## src/rtl/dither_readout_tx_pkg.sv

```systemverilog
// Shared types and sizing for the pixel-link readout path.
package dither_readout_tx_pkg;

    localparam int IMAGEX_DEF       = 64;
    localparam int IMAGEY_DEF       = 64;
    localparam int RGB_SIZE         = 8;
    localparam int SRAM_ADDR_WIDTH  = 16;
    localparam int PIXELS_PER_BYTE  = 8;
    localparam int THRESH_BIT       = RGB_SIZE - 1;

    typedef enum logic [2:0] {
        ST_IDLE,
        ST_FETCH,
        ST_CAPTURE,
        ST_SEND,
        ST_DONE
    } rd_state_t;

    // Pixel is white iff >= 128, which is exactly its MSB.
    function automatic logic pixel_to_bit(input logic [RGB_SIZE-1:0] pix);
        return pix[THRESH_BIT];
    endfunction

endpackage

```

## src/rtl/dither_readout_tx_if.sv

```systemverilog
// SRAM read port and byte stream handshake of the readout transmitter.
interface dither_readout_tx_if;

    logic [dither_readout_tx_pkg::SRAM_ADDR_WIDTH-1:0] sram_addr;
    logic                                              sram_rden;
    logic [dither_readout_tx_pkg::RGB_SIZE-1:0]        sram_q;
    logic [7:0]                                        tx_data;
    logic                                              tx_valid;
    logic                                              tx_ready;

    modport master (
        output sram_addr, sram_rden, tx_data, tx_valid,
        input  sram_q, tx_ready
    );

    modport slave (
        input  sram_addr, sram_rden, tx_data, tx_valid,
        output sram_q, tx_ready
    );

endinterface

```

## src/rtl/dither_readout_tx_packer.sv

```systemverilog
// Collects thresholded pixel bits MSB-first; presents the completed byte on the 8th bit.
module dither_readout_tx_packer
    import dither_readout_tx_pkg::*;
(
    input  logic       clk,
    input  logic       rst,
    input  logic       clear,
    input  logic       shift,
    input  logic       bit_in,
    output logic [7:0] next_byte,
    output logic       last_bit
);

    // Only the previous seven bits are stored; the eighth arrives live with the byte load.
    logic [PIXELS_PER_BYTE-2:0] shreg;
    logic [2:0]                 bit_cnt;

    assign next_byte = {shreg, bit_in};
    assign last_bit  = (bit_cnt == 3'(PIXELS_PER_BYTE - 1));

    always_ff @(posedge clk or posedge rst) begin
        if (rst) begin
            shreg   <= '0;
            bit_cnt <= '0;
        end else if (clear) begin
            shreg   <= '0;
            bit_cnt <= '0;
        end else if (shift) begin
            shreg   <= next_byte[PIXELS_PER_BYTE-2:0];
            bit_cnt <= bit_cnt + 3'd1;
        end
    end

endmodule

```

## src/rtl/dither_readout_tx.sv

```systemverilog
// Reads the dithered image in raster order, packs 1-bit pixels into bytes and streams them out.
module dither_readout_tx
    import dither_readout_tx_pkg::*;
#(
    parameter int IMAGEX = IMAGEX_DEF,
    parameter int IMAGEY = IMAGEY_DEF
) (
    input  logic                clk,
    input  logic                rst,
    input  logic                start,
    dither_readout_tx_if.master bus,
    output logic                busy,
    output logic                done
);

    localparam int IMAGE_SIZE       = IMAGEX * IMAGEY;
    localparam int IMAGE_ADDR_WIDTH = $clog2(IMAGE_SIZE);
    localparam logic [IMAGE_ADDR_WIDTH-1:0] LAST_IDX = IMAGE_ADDR_WIDTH'(IMAGE_SIZE - 1);

    rd_state_t                   state;
    logic [IMAGE_ADDR_WIDTH-1:0] pix_idx;
    logic                        last_byte;
    logic                        pack_clear;
    logic                        pack_shift;
    logic                        pack_last;
    logic [7:0]                  pack_byte;

    assign pack_clear = (state == ST_IDLE) && start;
    assign pack_shift = (state == ST_CAPTURE);

    dither_readout_tx_packer u_packer (
        .clk       (clk),
        .rst       (rst),
        .clear     (pack_clear),
        .shift     (pack_shift),
        .bit_in    (pixel_to_bit(bus.sram_q)),
        .next_byte (pack_byte),
        .last_bit  (pack_last)
    );

    // pix_idx wraps to zero after the final pixel for power-of-two images, so
    // end-of-image is remembered in last_byte rather than derived from pix_idx.
    always_ff @(posedge clk or posedge rst) begin
        if (rst) begin
            state         <= ST_IDLE;
            pix_idx       <= '0;
            last_byte     <= 1'b0;
            bus.sram_addr <= '0;
            bus.sram_rden <= 1'b0;
            bus.tx_data   <= '0;
            bus.tx_valid  <= 1'b0;
            busy          <= 1'b0;
            done          <= 1'b0;
        end else begin
            done <= 1'b0;
            case (state)
                ST_IDLE: begin
                    if (start) begin
                        pix_idx       <= '0;
                        last_byte     <= 1'b0;
                        bus.sram_addr <= '0;
                        bus.sram_rden <= 1'b1;
                        busy          <= 1'b1;
                        state         <= ST_FETCH;
                    end
                end
                ST_FETCH: begin
                    bus.sram_rden <= 1'b0;
                    state         <= ST_CAPTURE;
                end
                ST_CAPTURE: begin
                    pix_idx <= pix_idx + 1'b1;
                    if (pack_last) begin
                        bus.tx_data  <= pack_byte;
                        bus.tx_valid <= 1'b1;
                        last_byte    <= (pix_idx == LAST_IDX);
                        state        <= ST_SEND;
                    end else begin
                        bus.sram_addr <= SRAM_ADDR_WIDTH'(pix_idx + 1'b1);
                        bus.sram_rden <= 1'b1;
                        state         <= ST_FETCH;
                    end
                end
                ST_SEND: begin
                    if (bus.tx_ready) begin
                        bus.tx_valid <= 1'b0;
                        if (last_byte) begin
                            done  <= 1'b1;
                            state <= ST_DONE;
                        end else begin
                            bus.sram_addr <= SRAM_ADDR_WIDTH'(pix_idx);
                            bus.sram_rden <= 1'b1;
                            state         <= ST_FETCH;
                        end
                    end
                end
                ST_DONE: begin
                    busy  <= 1'b0;
                    state <= ST_IDLE;
                end
                default: begin
                    bus.sram_rden <= 1'b0;
                    bus.tx_valid  <= 1'b0;
                    busy          <= 1'b0;
                    state         <= ST_IDLE;
                end
            endcase
        end
    end

endmodule

```

## src/flat_wrapper.sv

```systemverilog
// flat-port wrapper written by rule: the top's interface ports become plain ports
module dither_readout_tx_flat import dither_readout_tx_pkg::*;
#(
    parameter int IMAGEX = IMAGEX_DEF,
    parameter int IMAGEY = IMAGEY_DEF
)
  (clk, rst, start, busy, done, bus_sram_addr, bus_sram_rden, bus_tx_data, bus_tx_valid, bus_sram_q, bus_tx_ready);
  dither_readout_tx_if bus_i ();
  input  logic clk;
  input  logic rst;
  input  logic start;
  output logic busy;
  output logic done;
  output wire logic [$bits(bus_i.sram_addr)-1:0] bus_sram_addr;
  output wire logic [$bits(bus_i.sram_rden)-1:0] bus_sram_rden;
  output wire logic [$bits(bus_i.tx_data)-1:0] bus_tx_data;
  output wire logic [$bits(bus_i.tx_valid)-1:0] bus_tx_valid;
  input wire logic [$bits(bus_i.sram_q)-1:0] bus_sram_q;
  input wire logic [$bits(bus_i.tx_ready)-1:0] bus_tx_ready;
  assign bus_sram_addr = bus_i.sram_addr;
  assign bus_sram_rden = bus_i.sram_rden;
  assign bus_tx_data = bus_i.tx_data;
  assign bus_tx_valid = bus_i.tx_valid;
  assign bus_i.sram_q = bus_sram_q;
  assign bus_i.tx_ready = bus_tx_ready;
  dither_readout_tx #(.IMAGEX(IMAGEX), .IMAGEY(IMAGEY)) u_core (.clk(clk), .rst(rst), .start(start), .bus(bus_i), .busy(busy), .done(done));
endmodule
```

## config.mk

```make
export PLATFORM = sky130hd
export DESIGN_NAME = dither_readout_tx_flat
export DESIGN_NICKNAME = d
export VERILOG_FILES = /design/src/rtl/dither_readout_tx_pkg.sv /design/src/rtl/dither_readout_tx_if.sv /design/src/rtl/dither_readout_tx_packer.sv /design/src/rtl/dither_readout_tx.sv /design/src/flat_wrapper.sv
export SDC_FILE = /design/constraint.sdc
export NUM_CORES = 1
export LEC_CHECK = 0
export ABC_AREA = 1
export BUFFER_PORTS_ARGS = -buffer_cell sky130_fd_sc_hd__buf_2
export CORE_UTILIZATION = 45
export CTS_CLUSTER_SIZE = 10
export DETAILED_ROUTE_END_ITERATION = 16
export GPL_ROUTABILITY_DRIVEN = 0
export PLACE_DENSITY = 0.76
export SYNTH_ARGS = -nofsm -noshare
export SYNTH_HDL_FRONTEND = slang
export SYNTH_HIERARCHICAL = 1
export SYNTH_SLANG_ARGS = --single-unit
```

## constraint.sdc

```tcl
create_clock -name clk -period 1.75 [get_ports clk]
set_clock_uncertainty 0.1 [all_clocks]
set_input_delay 0.35 -clock clk [delete_from_list [all_inputs] [get_ports clk]]
set_output_delay 0.35 -clock clk [all_outputs]
set_load 0.1 [all_outputs]
```

==> run metrics <==
clock root buffer master=clkbuf_8; synth unique cells=24; setup tns final=0 ns; Pre-antenna DRT Iters=4; Ys Warns=6; Synth area leaders=dfrtp_1, nand2_1, nand3_1; Worst Tran Pin Value=roughly 0.52 ns; final hold vios=0; design area=around 2900 um^2; sequential share of the synthesized area=about half; Worst setup EP type=register; Die Y=between 70 and 80 um; proportion of layout cells with a drive suffix above 1=between 10% and 20%; Non-Filler Instances=around 420; synthesized area=2450 um^2; final worst setup slack=0.124 ns; dpl ws=~0.037 ns; fill count=around 500; Worst Hold Depth=3; Wirelength per Cell=~12 um; post-synth top area cell=dfrtp_1; leakage power=roughly 1.6 nW; CTS tree=yes; CP Class=reg2reg; nets=roughly 370; Max IR drop VDD=between 0.7 and 0.8 mV; antenna violations before repair=0; via/cell ratio=approximately 4.9; clk_lat worst skew=roughly 0.32 ns; flops & latches, synth=51; Final HPWL DP=roughly 3.6 mm; final setup fails=0; die area=5750 um^2; worst relative slew slack=65.6%; total gr overflow=0; Max Cap Viol=0; Reg clk slew, reported paths=approximately 0.11 ns; final wirelength=slightly above 5 mm; vias=~2100; die width=around 76 um; initial core utilization=between 40% and 50%; ANT cells=0; I/O Pins=40; total clock sinks=51; Hold WS=about 0.14 ns; Total Routing Usage GR=between 20 and 25%; area delta synth->final=16.2%; CP max FO=12; Reg2Reg Setup Slack=around 0.12 ns; top-area cell type share of the netlist area=roughly 52%; Hold Path Class=in2reg; outcome=complete, no violations; first-pass GRT wire length=between 8 and 9 mm; # rows=26; largest net degree at the start of global routing=42; crit path time final=roughly 1.6 ns; # DRC=0; Initial DRC Count=between 100 and 150; max frequency=615 MHz; worst r2r path cells=8; crit start category=register; CTS buffer count=5; CTS H-tree lvls=2; RSZ-0062 raised after global routing=false; vias in the first global route=roughly 2000; P per Cell Area=about 1800 nW/um^2; cell count after synthesis=slightly above 300; core area=about 5200 um^2; CTS Buffer Depth=2; total power=approximately 5 mW; Routed Antenna Nets=0; Pins Over Slew Limit=0; worst path required time=1.89 ns; utilization after layout=between 50% and 60%; crit path DAT=approximately 1.8 ns; dpl cells=413; Final Cycle Share=between 90% and 100%; mean cell area of the mapped netlist=~7.9 um^2; PortBufs=29; post-place instance area=2710 um^2
## cells by family after synthesis
family	after synthesis	share of synthesized area, %
AOI/OAI and AO/OA	38	8.21
adders and majority gates	3	1.53
buffers and inverters	48	8.82
DFF	51	52.0
other	1	0.153
and+or+nand+nor	170	29.3
## flip-flops by register name (all words and copies together) (netlist names)
register / count
u_core/bus.sram_addr: 13
u_core/pix_idx: 12
u_core/bus.tx_data: 8
u_core/u_packer/shreg: 7
u_core/state: 3
u_core/u_packer/bit_cnt: 3
u_core/bus.sram_rden: 1
u_core/bus.tx_valid: 1
u_core/busy: 1
u_core/done: 1
u_core/last_byte: 1
## repair_timing
action,CTS,global route
buffers inserted,0,2
endpoints found under the hold margin,10,0
hold buffers,1,0
resized for setup,0,5
endpoints found under the setup margin,0,20
## Yosys cell counts
| cell type | number |
|---|---|
| nor2_1 | 18 |
| inv_2 | 5 |
| nor3_1 | 5 |
| buf_2 | 2 |
| o311ai_0 | 1 |
| nor2_4 | 1 |
| nand4_4 | 1 |
| o21ai_0 | 18 |
| o21ai_1 | 8 |
| buf_4 | 5 |
| inv_1 | 33 |
| o21ai_2 | 1 |
| nand3_1 | 26 |
| dfrtp_1 | 51 |
| nor2_2 | 3 |
| nand4_1 | 3 |
| a21oi_1 | 7 |
| conb_1 | 1 |
| nand2_2 | 1 |
| buf_6 | 2 |
| clkinv_1 | 1 |
| ha_1 | 3 |
| o22ai_1 | 3 |
| nand2_1 | 112 |
## cell type report
class | count | area, um^2 | share of cell area [%]
clock buffers | 5 | 68.8 | 2.41
clock inverters | 3 | 27.5 | 0.965
inverters | 39 | 146 | 5.13
multi-input cells | 214 | 987 | 34.6
flip-flops and latches | 51 | 1280 | 44.8
well taps | 70 | 87.6 | 3.07
repair buffers | 42 | 258 | 9.04
## where the power goes
group / internal, mW / switching [mW]
combinational: 0.632 / 1.91
sequential: 1.51 / 0.268
clock: 0.297 / 0.433
total: 2.44 / 2.61
## metal layers
layer	up-vias	global-route usage (%)	routed length [um]	share of wire (%)
met4	0	5.97	88	1.7
met1	958	23.6	2310	46
li1	1064	-	-	-
met5	-	0	0	0
met3	7	4.23	179	3.6
met2	48	38.2	2460	49
## path summary, 6_finish.rpt
kind	start	end
hold reg to reg	u_core/bus.sram_addr[7]$_DFFE_PP0P_	u_core/bus.sram_addr[7]$_DFFE_PP0P_
setup / recovery	u_core/u_packer/bit_cnt[0]$_DFFE_PP0P_	u_core/bus.sram_addr[10]$_DFFE_PP0P_
min in group asynchronous	rst	u_core/u_packer/bit_cnt[1]$_DFFE_PP0P_
hold / removal	bus_sram_q[7]	u_core/bus.tx_data[0]$_DFFE_PP0P_
max in group asynchronous	rst	u_core/pix_idx[11]$_DFFE_PP0P_
setup reg to reg	u_core/u_packer/bit_cnt[0]$_DFFE_PP0P_	u_core/bus.sram_addr[10]$_DFFE_PP0P_
## cells in the final DEF (no fill, tap or decap)
cell | netlist | routed
nand3_1 | 26 | 25
buf_2 | 2 | 29
nand3_2 | 0 | 1
dlygate4sd3_1 | 0 | 1
dfrtp_1 | 51 | 51
inv_8 | 0 | 1
clkbuf_8 | 0 | 5
o311ai_0 | 1 | 1
a21oi_1 | 7 | 7
ha_1 | 3 | 3
conb_1 | 1 | 3
o21ai_1 | 8 | 8
nand2_1 | 112 | 112
o21ai_0 | 18 | 18
nor3_1 | 5 | 3
inv_2 | 5 | 6
nor2_2 | 3 | 4
inv_6 | 0 | 1
nand4_4 | 1 | 1
nor3_2 | 0 | 2
buf_12 | 0 | 1
o21ai_2 | 1 | 1
inv_1 | 33 | 33
nor2_1 | 18 | 17
o22ai_1 | 3 | 3
buf_4 | 5 | 11
nor2_4 | 1 | 1
nand4_1 | 3 | 3
nand2_2 | 1 | 1
clkinvlp_4 | 0 | 1
## critical path, cell delays in order, from the launching register on
cell,delay [ns]
dfrtp_1,0.41
ha_1,0.21
ha_1,0.19
nand3_2,0.11
nand4_4,0.15
buf_12,0.18
nand2_1,0.05
inv_1,0.03
a21oi_1,0.11
(Power assumes the default switching activity.)
